## config.mk

```make
export PLATFORM = sky130hd
export DESIGN_NAME = srt_result_reader
export DESIGN_NICKNAME = d
export VERILOG_FILES = /design/src/rtl/srt_result_reader.sv
export SDC_FILE = /design/constraint.sdc
export NUM_CORES = 1
export LEC_CHECK = 0
export CELL_PAD_IN_SITES_DETAIL_PLACEMENT = 2
export CELL_PAD_IN_SITES_GLOBAL_PLACEMENT = 2
export CORE_MARGIN = 1.5
export CORE_UTILIZATION = 33
export DETAILED_ROUTE_END_ITERATION = 12
export PLACE_DENSITY_LB_ADDON = 0.1
export RECOVER_POWER = 100
export SLEW_MARGIN = 20
export SYNTH_ARGS = -nofsm -noshare
export SYNTH_HDL_FRONTEND = slang
export SYNTH_SLANG_ARGS = --single-unit
export TNS_END_PERCENT = 50
```

## constraint.sdc

```tcl
create_clock -name clk -period 6.26 [get_ports clk]
set_clock_uncertainty 0.2 [all_clocks]
set_input_delay 0.626 -clock clk [delete_from_list [all_inputs] [get_ports clk]]
set_output_delay 0.626 -clock clk [all_outputs]
set_load 0.005 [all_outputs]
```

## src/rtl/srt_result_reader.sv

```systemverilog
// Read-back engine for the sorted array in dm: streams elements 1..N over valid/ready
// and reports descent count, first offending index and elapsed scan cycles.
module srt_result_reader #(
  parameter int AW = 9,
  parameter int DW = 32,
  parameter int CW = 16
) (
  input  logic          clk,
  input  logic          rstn,
  input  logic          start,
  output logic [AW-1:0] mem_addr,
  input  logic [DW-1:0] mem_rdata,
  output logic          out_valid,
  input  logic          out_ready,
  output logic [DW-1:0] out_data,
  output logic [AW-1:0] out_index,
  output logic          out_last,
  output logic          busy,
  output logic          done,
  output logic          sorted_ok,
  output logic [CW-1:0] err_cnt,
  output logic [AW-1:0] first_err_idx,
  output logic [CW-1:0] cycles
);

  typedef enum logic [2:0] {
    S_IDLE = 3'd0,
    S_LDN  = 3'd1,
    S_RD   = 3'd2,
    S_OUT  = 3'd3,
    S_DONE = 3'd4
  } state_t;

  localparam logic [AW-1:0] IDX_ONE = {{(AW-1){1'b0}}, 1'b1};

  function automatic logic [CW-1:0] sat_inc(input logic [CW-1:0] v);
    if (v == {CW{1'b1}}) begin
      return v;
    end else begin
      return v + {{(CW-1){1'b0}}, 1'b1};
    end
  endfunction

  state_t        r_state;
  logic [AW-1:0] r_n;
  logic [AW-1:0] r_idx;
  logic [DW-1:0] r_prev;
  logic [AW-1:0] r_mem_addr;
  logic          r_out_valid;
  logic [DW-1:0] r_out_data;
  logic [AW-1:0] r_out_index;
  logic          r_out_last;
  logic          r_busy;
  logic          r_done;
  logic          r_sorted_ok;
  logic [CW-1:0] r_err_cnt;
  logic [AW-1:0] r_first_err_idx;
  logic [CW-1:0] r_cycles;

  logic [AW-1:0] w_n;
  logic          w_desc;
  logic          w_at_last;

  // Element count from word 0, clamped to the largest addressable index.
  always_comb begin
    w_n = mem_rdata[AW-1:0];
    if (|mem_rdata[DW-1:AW]) begin
      w_n = {AW{1'b1}};
    end else begin
      w_n = mem_rdata[AW-1:0];
    end
  end

  assign w_desc    = (r_idx > IDX_ONE) && (mem_rdata < r_prev);
  assign w_at_last = (r_idx == r_n);

  // Scan FSM with all outputs registered.
  always_ff @(posedge clk or posedge rstn) begin
    if (rstn) begin
      r_state         <= S_IDLE;
      r_n             <= {AW{1'b0}};
      r_idx           <= {AW{1'b0}};
      r_prev          <= {DW{1'b0}};
      r_mem_addr      <= {AW{1'b0}};
      r_out_valid     <= 1'b0;
      r_out_data      <= {DW{1'b0}};
      r_out_index     <= {AW{1'b0}};
      r_out_last      <= 1'b0;
      r_busy          <= 1'b0;
      r_done          <= 1'b0;
      r_sorted_ok     <= 1'b0;
      r_err_cnt       <= {CW{1'b0}};
      r_first_err_idx <= {AW{1'b0}};
      r_cycles        <= {CW{1'b0}};
    end else begin
      case (r_state)
        S_IDLE, S_DONE: begin
          if (start) begin
            r_state         <= S_LDN;
            r_mem_addr      <= {AW{1'b0}};
            r_busy          <= 1'b1;
            r_done          <= 1'b0;
            r_sorted_ok     <= 1'b0;
            r_err_cnt       <= {CW{1'b0}};
            r_first_err_idx <= {AW{1'b0}};
            r_cycles        <= {CW{1'b0}};
            r_out_data      <= {DW{1'b0}};
            r_out_index     <= {AW{1'b0}};
          end else begin
            r_state <= r_state;
          end
        end
        S_LDN: begin
          r_cycles <= sat_inc(r_cycles);
          r_n      <= w_n;
          if (w_n == {AW{1'b0}}) begin
            r_state     <= S_DONE;
            r_busy      <= 1'b0;
            r_done      <= 1'b1;
            r_sorted_ok <= (r_err_cnt == {CW{1'b0}});
            r_mem_addr  <= {AW{1'b0}};
          end else begin
            r_state    <= S_RD;
            r_idx      <= IDX_ONE;
            r_mem_addr <= IDX_ONE;
          end
        end
        S_RD: begin
          r_cycles    <= sat_inc(r_cycles);
          r_out_data  <= mem_rdata;
          r_out_index <= r_idx;
          r_prev      <= mem_rdata;
          r_out_valid <= 1'b1;
          r_out_last  <= w_at_last;
          r_state     <= S_OUT;
          if (w_desc) begin
            r_err_cnt <= sat_inc(r_err_cnt);
            // Only the first descent of a scan records its index.
            if (r_err_cnt == {CW{1'b0}}) begin
              r_first_err_idx <= r_idx;
            end else begin
              r_first_err_idx <= r_first_err_idx;
            end
          end else begin
            r_err_cnt <= r_err_cnt;
          end
        end
        S_OUT: begin
          r_cycles <= sat_inc(r_cycles);
          if (out_ready) begin
            r_out_valid <= 1'b0;
            r_out_last  <= 1'b0;
            if (w_at_last) begin
              r_state     <= S_DONE;
              r_busy      <= 1'b0;
              r_done      <= 1'b1;
              r_sorted_ok <= (r_err_cnt == {CW{1'b0}});
              r_mem_addr  <= {AW{1'b0}};
            end else begin
              r_state    <= S_RD;
              r_idx      <= r_idx + IDX_ONE;
              r_mem_addr <= r_idx + IDX_ONE;
            end
          end else begin
            r_state <= S_OUT;
          end
        end
        default: begin
          r_state     <= S_IDLE;
          r_busy      <= 1'b0;
          r_done      <= 1'b0;
          r_out_valid <= 1'b0;
          r_mem_addr  <= {AW{1'b0}};
        end
      endcase
    end
  end

  assign mem_addr      = r_mem_addr;
  assign out_valid     = r_out_valid;
  assign out_data      = r_out_data;
  assign out_index     = r_out_index;
  assign out_last      = r_out_last;
  assign busy          = r_busy;
  assign done          = r_done;
  assign sorted_ok     = r_sorted_ok;
  assign err_cnt       = r_err_cnt;
  assign first_err_idx = r_first_err_idx;
  assign cycles        = r_cycles;

endmodule

```

* After elaboration in Yosys (flattened, before gate mapping)
Index checks and enable logic that the tools add are counted.
W data, S select, Z words.
** Word-level totals
- Flip-flop bits (word level) :: 149
- Input port bits :: 36
- Logic and storage cells :: 106
** Cells by class
- $add $sub $neg :: 3
- $lt $le $gt $ge :: 2
- Eq/ne operators :: 17
- Muxes and demuxes :: 44
- Bitwise operators :: 2
- Reductions and logical operators :: 23
** Operators with widths (number)
- $mux W9 :: 9
- $mux W16 :: 4
- $pmux W16 S2 :: 2
- $pmux W32 S2 :: 1
- $pmux W9 S2 :: 3
- $pmux W9 S4 :: 1
- $add A16 B1 Y16 const B :: 2
- $eq A16 B16 Y1 const B :: 2
- $lt A32 B32 Y1 :: 1
- $mux W32 :: 1
- $reduce_or A23 Y1 :: 1
- $ne A2 B2 Y1 const B :: 10
- $logic_not A16 Y1 :: 1
- $mux W1 :: 13
- $mux W3 :: 4
- $pmux W3 S4 :: 1
- $reduce_and A4 Y1 :: 3
- $reduce_and A5 Y1 :: 2
- $add A9 B1 Y9 const B :: 1
- $eq A9 B9 Y1 :: 1
- $gt A9 B1 Y1 const B :: 1
- $logic_not A9 Y1 :: 1
- $pmux W1 S4 :: 2
- $reduce_bool A2 Y1 :: 4
- other kinds (13) :: 20

* Depth between registers and ports, before layout
- Depth in word-level cells :: 5
- Gate-level depth with buffers :: 10

* Least setup slack after synthesis
No wires, ideal clock.
- Path type :: input to register
- Start point :: input mem_rdata[31]
- End point :: register r_first_err_idx[0], in the netlist first_err_idx[0]
- Library setup time :: 0.125 ns
- Arrival time :: 2.361 ns
- Required time :: 5.935 ns
- Setup slack :: 3.574 ns
- Cell stages on the path :: 6
- Path through :: ha_1 -> nand4_2 -> nor4_4 -> a21oi_4 -> a21oi_4 -> mux2_4
** On the way
- Word-level cells in the longest chain between the ends :: 4
** Ends and longest elaborated chain
- from (decl) :: RTL line 12 : input logic [DW-1:0] mem_rdata,
- $lt A32 B32 Y1 :: RTL line 74 : assign w_desc = (r_idx > IDX_ONE) && (mem_rdata < r_prev);
- $logic_and A1 B1 Y1 :: RTL line 74
- $ne A2 B2 Y1 (no line)
- $reduce_and A4 Y1 (no line)
- to (signal assigned) :: RTL line 93 : r_first_err_idx <= {AW{1'b0}};
- to (signal assigned) :: RTL line 105 : r_first_err_idx <= {AW{1'b0}};
- to (signal assigned) :: RTL line 140 : r_first_err_idx <= r_idx;
- to (decl) :: RTL line 57 : logic [AW-1:0] r_first_err_idx;
Every way passes these cells.
A chain may end at the register's enable or synchronous reset.

* Worst setup path in the final report
- Start point :: register r_state[1]
- End point :: register r_first_err_idx[0], in the netlist first_err_idx[0]
** On the way
- Word-level cells in the longest chain between the ends :: 4
- Elaborated cells on any way between the ends :: 10
** Ends and longest elaborated chain
- from (decl) :: RTL line 44 : state_t r_state;
- from (signal assigned) :: RTL line 110 : r_state <= r_state;
- $eq A3 B3 Y1 / $logic_not A3 Y1 (equally long branches) :: RTL line 96 : case (r_state)
- $reduce_or A2 Y1 :: RTL line 96
- $ne A2 B2 Y1 (no line) / $reduce_bool A2 Y1 (equally long branches)
- $reduce_and A4 Y1 (no line)
Several ways; a longest one is shown, not always the timed one.

==> flow_metrics.env <==
export IMPL_synth_simple_area_share=0.175
export IMPL_nets=947
export IMPL_reg2reg_to="first_err_idx[0]"
export IMPL_start_kind="flip-flop"
export IMPL_hp_start="out_data[21]"
export IMPL_routed_wl_mm=23.6
export IMPL_worstPathMaxFanout=17
export IMPL_synth_area_mux_share=0.0260
export IMPL_final_common_cell="dfrtp_1"
export IMPL_antenna_found_initial=0
export IMPL_drt_iter0_drc=187
export IMPL_wl_per_cell_um=20.2
export IMPL_r2r_worst_path_cells=7
export IMPL_power_density_nw_per_um2=434
export IMPL_clk_latency_ns=0.43
export IMPL_final_hold_viol_count=0
export IMPL_placed_area_um2=9050
export IMPL_cts_sinks=149
export IMPL_critPathCaptureType="flip-flop"
export IMPL_syn2layout_area_growth_pct=26.8
export IMPL_slew_violations=98
export IMPL_synth_edff_count=0
export IMPL_syn_avg_cell_area_um2=9.88
export IMPL_ir_drop_mv=0.202
export IMPL_grt_pass1_wl_mm=39.6
export IMPL_root_buffer="clkbuf_16"
export IMPL_hpwl_mm=16.9
export IMPL_cpMaxStageDelayCell="nor2b_1"
export IMPL_fin_area_um2=9510
export IMPL_synth_compound_area_frac=0.172
export IMPL_slowest_delay_ns=0.77
export IMPL_core_um2=22100
export IMPL_drc=0
export IMPL_synth_top_family_by_area="simple AND/OR/NAND/NOR gates"
export IMPL_vias=6300
export IMPL_yosysSeqAreaShare=0.497
export IMPL_row_count=54
export IMPL_worstMarginPinSlew_ns=1.81
export IMPL_ant_nets=0
export IMPL_violations="capacitance limit, slew limit"
export IMPL_cts_setup_buffers=0
export IMPL_worstSetupEndpoint="first_err_idx[0]"
export IMPL_ys_ff_latch=149
export IMPL_die_w_um=154
export IMPL_synth_nets=831
export IMPL_grt_pass1_vias=7090
export IMPL_fin_crit_sh=0.707
export IMPL_clockBufferDepth=2
export IMPL_syn_area_um2=7500
export IMPL_worstPathArrival_ns=4.53
export IMPL_reg2reg_from="r_state[1]"
export IMPL_postCtsHoldBufs=0
export IMPL_p_leak_nw=4.53
export IMPL_drive_above_1_share=0.0698
export IMPL_rrSetupSlack_ns=1.83
export IMPL_die_y_um=154
export IMPL_hold_path_depth=2
export IMPL_synth_cells=759
export IMPL_portBuffers=131
export IMPL_setup_viol=0
export IMPL_synthXorXnorAreaFrac=0.0245
export IMPL_grt_usage=0.211
export IMPL_die_area_um2=23600
export IMPL_synth_cell_types=66
export IMPL_drv_cap=3
export IMPL_status="finished with violations"
export IMPL_setup_tns_ns=0
export IMPL_yosysWarnings=0
export IMPL_globalplace_congestion=0.841
export IMPL_ys_flop_type="dfrtp_1"
export IMPL_htreeDepth=4
export IMPL_max_slew_margin_rel=-0.208
export IMPL_worstHoldPathType="flip-flop to flip-flop"
export IMPL_vias_per_cell=5.39
export IMPL_rsz0062_at_grt="no"
export IMPL_grt_max_degree=68
export IMPL_cts_buffers=17
export IMPL_initial_core_util=0.340
export IMPL_crit_chain="nor2b_1 > nand2_1 > nor3_1 > nand4_4 > a21oi_4 > a21oi_1 > mux2_1"
export IMPL_worstPathRequired_ns=6.36
export IMPL_async_flop_share=1.00
export IMPL_final_core_util=0.430
export IMPL_cts_resized=0
export IMPL_gr_total_overflow=0
export IMPL_cts_tree="yes"
export IMPL_cts_clk_slew_worst_paths_ns=0.07
export IMPL_drt_pre_antenna_iters=6
export IMPL_synthAdderAreaFrac=0.0601
export IMPL_crit_start="r_state[1]"
export IMPL_period_minus_slack_ns=4.43
export IMPL_fmax_ghz=0.226
export IMPL_pin_count=132
export IMPL_layout_common_cells="149 x dfrtp_1, 113 x nand2_1, 98 x dlygate4sd3_1"
export IMPL_antenna_cells=0
export IMPL_critPathKind="flip-flop to flip-flop"
[flip-flops by register name, summed over array words and instances (netlist names), 9 cells and up]
name / cells
cycles: 16
r_prev: 32
r_idx: 9
mem_addr: 9
r_n: 9
err_cnt: 16
out_data: 32
out_index: 9
first_err_idx: 9
[logic make-up (layout without fill, tap and decap cells)]
kind of cell               after synthesis  after routing
AOI/OAI and AO/OA                      196            196
xor gates and xnor gates                21             21
adders and majority gates               36             36
buffers and inverters                   82            211
DFF                                    149            149
muxes                                   15             15
and+or+nand+nor                        260            260
[worst min-delay path by stage]
| stage | slack (ns) | to |
|---|---|---|
| 3_5_place_dp | 0.27 | r_prev[0] |
| 3_3_place_gp | 0.25 | r_prev[0] |
| 4_1_cts | 0.28 | r_prev[0] |
| 6_report | 0.27 | out_data[21] |
| 5_1_grt | 0.30 | out_index[8] |
| 2_1_floorplan | 0.24 | r_prev[0] |
[area by class of cell]
class                           instances  area [um2]
Fill cell                            2386       12600
Clock inverter                         14         116
Multi-Input combinational cell        528        3370
Timing Repair Buffer                  135        1340
Tap cell                              280         350
Inverter                               44         166
Sequential cell                       149        3730
Clock buffer                           18         439
[critical path, delay by kind of cell (launching register included)]
family | cells | cell delay, ns
DFF | 1 | 0.56
muxes | 1 | 0.49
and+or+nand+nor | 4 | 2.06
AOI/OAI and AO/OA | 2 | 0.98
[power by group]
group / internal (mW) / switching, mW / total (mW)
combinational: 0.672 / 0.992 / 1.66
sequential: 1.26 / 0.219 / 1.48
clock: 0.528 / 0.456 / 0.985
total: 2.46 / 1.67 / 4.13
[synthesized netlist by cell type (all sizes together) (19+ instances only)]
master  count  area, um2
clkbuf     21       78.8
dfrtp     149       3730
a21oi      38        216
nor2       48        183
o21ai      66        338
and3       21        131
inv        44        165
a31oi      19        125
a22o       22        193
nand2     113        427
ha         36        450
[stage by stage]
step                      std cells  hold WS, ns  worst slack (ns)  total power [mW]
after floorplan                 759        0.238              1.43              2.49
after global placement         1135        0.253              2.55              3.17
after detailed placement       1136        0.267              2.48              3.30
after CTS                      1168        0.282              2.92              4.33
after global routing           1168        0.302              1.46              4.46
final                          1168        0.272              1.83              4.13
[layer usage]
| metal | vias to the layer above | global-route usage | wire, um |
|---|---|---|---|
| li1 | 2915 | - | - |
| met4 | 0 | 0.0606 | 343 |
| met3 | 20 | 0.0321 | 703 |
| met1 | 3264 | 0.285 | 10900 |
| met5 | - | 0 | 0 |
| met2 | 101 | 0.351 | 11700 |
(Power assumes the default switching activity.)
